===== src/rtl/ram16_array.sv =====
// Single-port 16-bit scratch RAM with registered read data and a
// write-count FULL pulse every DEPTH accepted writes.
module ram16_array #(
    parameter int ADDR_WIDTH = 3
) (
    input  logic                  clk,
    input  logic                  rst,
    input  logic                  READ,
    input  logic                  WRITE,
    input  logic [ADDR_WIDTH-1:0] A,
    input  logic [15:0]           Di,
    output logic [15:0]           Do,
    output logic                  FULL
);

    localparam int DEPTH = 1 << ADDR_WIDTH;
    localparam logic [ADDR_WIDTH-1:0] WCNT_LAST = '1;

    logic [15:0]           mem_q [DEPTH];
    logic [15:0]           mem_d [DEPTH];
    logic [15:0]           do_q;
    logic [15:0]           do_d;
    logic [ADDR_WIDTH-1:0] wcnt_q;
    logic [ADDR_WIDTH-1:0] wcnt_d;
    logic                  full_q;
    logic                  full_d;

    always_comb begin
        mem_d  = mem_q;
        do_d   = do_q;
        wcnt_d = wcnt_q;
        full_d = 1'b0;
        if (!rst) begin
            for (int i = 0; i < DEPTH; i++) begin
                mem_d[i] = '0;
            end
            do_d   = '0;
            wcnt_d = '0;
        end else begin
            // Read samples mem_q, so a same-edge write returns old data.
            if (READ) begin
                do_d = mem_q[A];
            end
            if (WRITE) begin
                mem_d[A] = Di;
                wcnt_d   = wcnt_q + 1'b1;
                full_d   = (wcnt_q == WCNT_LAST);
            end
        end
    end

    always_ff @(posedge clk) begin
        mem_q  <= mem_d;
        do_q   <= do_d;
        wcnt_q <= wcnt_d;
        full_q <= full_d;
    end

    assign Do   = do_q;
    assign FULL = full_q;

endmodule


===== config.mk =====
export PLATFORM = sky130hd
export DESIGN_NAME = ram16_array
export DESIGN_NICKNAME = d
export VERILOG_FILES = /design/src/rtl/ram16_array.sv
export SDC_FILE = /design/constraint.sdc
export NUM_CORES = 1
export LEC_CHECK = 0
export CORE_ASPECT_RATIO = 1.75
export CORE_UTILIZATION = 45
export DETAILED_ROUTE_END_ITERATION = 8
export PLACE_DENSITY = 0.68
export SKIP_LAST_GASP = 1
export SYNTH_ARGS = -nofsm -noshare
export SYNTH_HDL_FRONTEND = slang
export SYNTH_SLANG_ARGS = --single-unit

===== constraint.sdc =====
create_clock -name clk -period 3.9 [get_ports clk]
set_input_delay 0.39 -clock clk [delete_from_list [all_inputs] [get_ports clk]]
set_output_delay 0.39 -clock clk [all_outputs]
set_load 0.03 [all_outputs]

== Yosys cells after proc, flatten, opt, wreduce, memory -nomap -nowiden ==
Index checks and enable logic that the tools add are counted.
Storage, ports and cells
  latch bits: 0
  memories: 0
  bits in registers: 148
  ROM bits: 0
  input bits: 23
  output and inout bits: 17
  word-level logic and storage cells: 24
  bits in writable memories: 0
Cells by class
  mux-type cells: 6
  add/subtract/negate cells: 1
  multipliers: 0
  div/mod/pow operators: 0
  $lt $le $gt $ge: 2
  bitwise logic cells: 1
  shifts and indexed selects: 0
  eq/ne operators: 1
  reductions and logical operators: 2
Operators with widths (number)
  $bwmux W128: 1
  $bmux W16 S3: 1
  $demux W16 S3: 1
  $mux W16: 3
  $ge A4 B4 Y1 const B: 1
  $lt A4 B1 Y1 const B: 1
  $not A3 Y4: 1
  $add A3 B1 Y3 const B: 1
  $eq A3 B3 Y1 const B: 1
  $reduce_and A2 Y1: 1
  $logic_and A1 B1 Y1: 1

== Depth between registers and ports, before layout ==
  depth in word-level cells: 6
  mapped depth: 7
  depth with buffers taken out: 4

== Least setup slack after synthesis ==
Ideal clock, no wire load.
  kind: input to register
  start point: in A[2]
  end point: reg mem_q[118] in the netlist's numbering
  stages: 6
  library setup time: 118 ps
  path buffers: 3
  arrival time: 1387 ps
  slack: 2395 ps
  data required time: 3782 ps
  path through: buf_4 > or4b_4 > buf_6 > buf_12 > nand2_2 > a21boi_2
Between the ends
  cells in the longest elaborated chain, start to end: 6
  elaborated cells on any way between the ends: 7
  those cells by class: order compare (2); mux (3); bitwise (1); reduce/logical (1)
Ends and longest elaborated chain
  from (decl): RTL line 10  | input logic [ADDR_WIDTH-1:0] A,
  $not A3 Y4 (not written as such) *: RTL line 45  | mem_d[A] = Di;
  $ge A4 B4 Y1 (not written as such) / $lt A4 B1 Y1 (equally long branches): RTL line 45
  $logic_and A1 B1 Y1 (not written as such): RTL line 45
  $mux W16 (not written as such): RTL line 45
  $demux W16 S3 *: RTL line 45
  $bwmux W128 *: RTL line 45
  to (signal assigned): RTL line 53  | mem_q <= mem_d;
  to (decl): RTL line 19  | logic [15:0] mem_q [DEPTH];
Every way passes the cells marked *; elsewhere a longest branch is shown, timed or not.
A chain may end at the register's enable or synchronous reset.

==> metrics.yaml <==
ys_types: 38
fin_crit_sh_pct: 61.2
startpoint_type: "input port"
vias: 5429
syn_to_final_growth_pct: 10.4
crit_family: "simple AND/OR/NAND/NOR gates"
drtPass1Iterations: 5
postCtsResizedCells: 0
seq_area_frac_synth_pct: 42.5
tns_ns: 0
setup_slack_ns: 1.51
fin_nets: 791
grt_pass1_wl_mm: 28.6
synthesis.nets: 812
drc_errors: 0
skew_ns: 0.0129
hold_viol: 0
hold-worst-slack_ns: 0.450
avgSynthCellArea_um2: 8.85
die_h_um: 167
grt_usage_pct: 24.0
worst_path_largest_cell_delay_ns: 0.97
pwr-share-clk_pct: 48.0
crit_chain: "clkdlybuf4s50_1 > nand4bb_1 > nand2_1 > a21boi_0"
endpoint_kind: "flip-flop"
viasPerCell: 5.64
hold_class: "reg2reg"
regArea_mm2: 0.00296
cp_max_fo: 20
grt.overflow.total: 0
cts_tree: "yes"
drtIter0Drc: 427
final_area_mm2: 0.00769
power_leakage_uw: 0.00271
synth-main-ff-cell: "dfxtp_1"
cap_violations: 0
clk_pin_slew_ns: 0.06
ys_ff_latch: 148
dieArea_mm2: 0.0160
fmax_ghz: 0.419
yosysWarnings: 0
setup_viol: 0
slew-limit-headroom_pct: 18.5
path_class: "in2reg"
numClockSinks: 148
syn_inst: 787
post-dp-hpwl_mm: 11.0
numCtsBuffers: 17
cts_hold_buf: 0
routed_wl_mm: 18.2
wl_per_cell_um: 18.9
status: "finished, final reports clean"
critPathBufInv: 1
postSynth.asyncResetShare_pct: 0
cts_setup_buffers: 0
start_util_pct: 46.5
min_delay_path_depth: 2
dp_slack_ns: 1.09
io_pins: 40
die_w_um: 96.0
power_switching_uw: 850
clock_path_buffers: 2
p_int_uw: 2750
cts_max_level: 4
grt_max_degree: 149
swShare_pct: 23.6
fin_crit_ns: 2.39
drive_gt1_share_pct: 8.60
worstSetupPathDepth: 4
peakVddDrop_uv: 299
fillers: 1388
antenna_found_initial: 0
stdcell_count: 962
antenna_left: 0
power.density_mw_per_mm2: 468
root_buffer: "clkbuf_16"
multi_input_area_mm2: 0.00346
core.rowCount: 59
insertion_delay_ns: 0.42
worst_path_max_delay_cell: "clkdlybuf4s50_1"
combPwrFrac_pct: 8.2
seqPwrFrac_pct: 43.7
place.gp.congestion: 0.816
cp.required_ns: 4.19
portBuffers: 39
n_antenna_cell: 0
first_global_vias: 5394
arrival_ns: 2.68
rsz0062_at_grt: "false"
syn_area_mm2: 0.00696
post-place-cells: 930
rr_worst_depth: 3
dpl_cell_area_mm2: 0.00706
core_mm2: 0.0150
worst_pin_slew_ns: 1.22
slew_violations: 0
synth-edff-count: 0
-- registers in the layout, indices dropped and copies added, names as in the netlist --
register	count
mem_q	128
Do	16
wcnt_q	3
FULL	1
-- metrics by stage --
stage | utilization, % | power [uW]
2_1_floorplan | - | 1830
3_3_place_gp | 47.1 | 1890
3_5_place_dp | 47.1 | 1900
4_1_cts | 51.3 | 3600
5_1_grt | 51.3 | 3700
6_report | 51.3 | 3600
-- area by class of cell --
class	count	share of cell area [%]
tap	183	2.98
clock buffer	21	6.25
sequential	148	38.5
clock inverter	11	1.94
timing repair buffer	42	5.31
multi-input combinational	557	45.0
-- routing by layer --
metal  GRT usage [%]  routed length [um]  up-vias  share of wire (%)
met2            41.2                9480      142                 52
li1                -                   -     2591                  -
met4            12.0                 655        0                3.6
met1            27.9                7380     2658                 41
met3            4.06                 670       38                3.7
met5               0                   0        -                  0
-- worst register-to-register path: cells and delay by family, from the launching register on --
kind	cells	cell delay, ns
compound gates	2	0.49
flops	1	0.31
mux	1	0.22
-- kinds of logic after synthesis --
group           count (synthesis)  share of synthesized area, %
mux                            66                          9.49
fa+ha+maj                       2                         0.359
compound gates                192                          20.7
simple gates                  296                          18.8
buf+inv                        82                          8.01
xor+xnor                        1                         0.126
flops                         148                          42.5
-- synthesized netlist by cell type (9+ instances only) --
master	instances	area, um2
a21boi_0	59	443
a21boi_1	59	443
a21boi_2	10	113
buf_2	13	65.1
buf_4	32	240
clkbuf_1	22	82.6
dfxtp_1	148	2960
mux2i_1	66	661
nand2_1	247	927
nand2_2	9	56.3
nor2_1	16	60.1
o21a_1	16	120
o22ai_1	16	100
o31a_1	16	140
-- cell usage in the layout (no fill, tap or decap), types with 4 or more instances in the layout --
master and count:
a21boi_0 59, a21boi_1 59, a21boi_2 10, buf_4 5, clkbuf_16 17, clkbuf_8 4, clkdlybuf4s50_1 37, dfxtp_1 148
mux2i_1 66, nand2_1 247, nand2_2 9, nor2_1 16, o21a_1 16, o21ai_0 8, o21ai_1 8, o22ai_1 16
o31a_1 16
-- worst paths after layout --
check / to / slack, ns / startpoint
min: mem_q[56] / 0.45 / mem_q[56]
min reg2reg: mem_q[56] / 0.45 / mem_q[56]
max reg2reg: Do[15] / 2.78 / mem_q[47]
max: mem_q[111] / 1.51 / WRITE
-- power by group through the flow --
stage	combinational [uW]	clock, uW	sequential, uW
after detailed placement	295	0	1610
after floorplan	211	0	1620
after CTS	296	1730	1570
after global routing	317	1810	1580
after global placement	287	0	1600
final	296	1730	1570
Power figures use the tool's default switching activity.
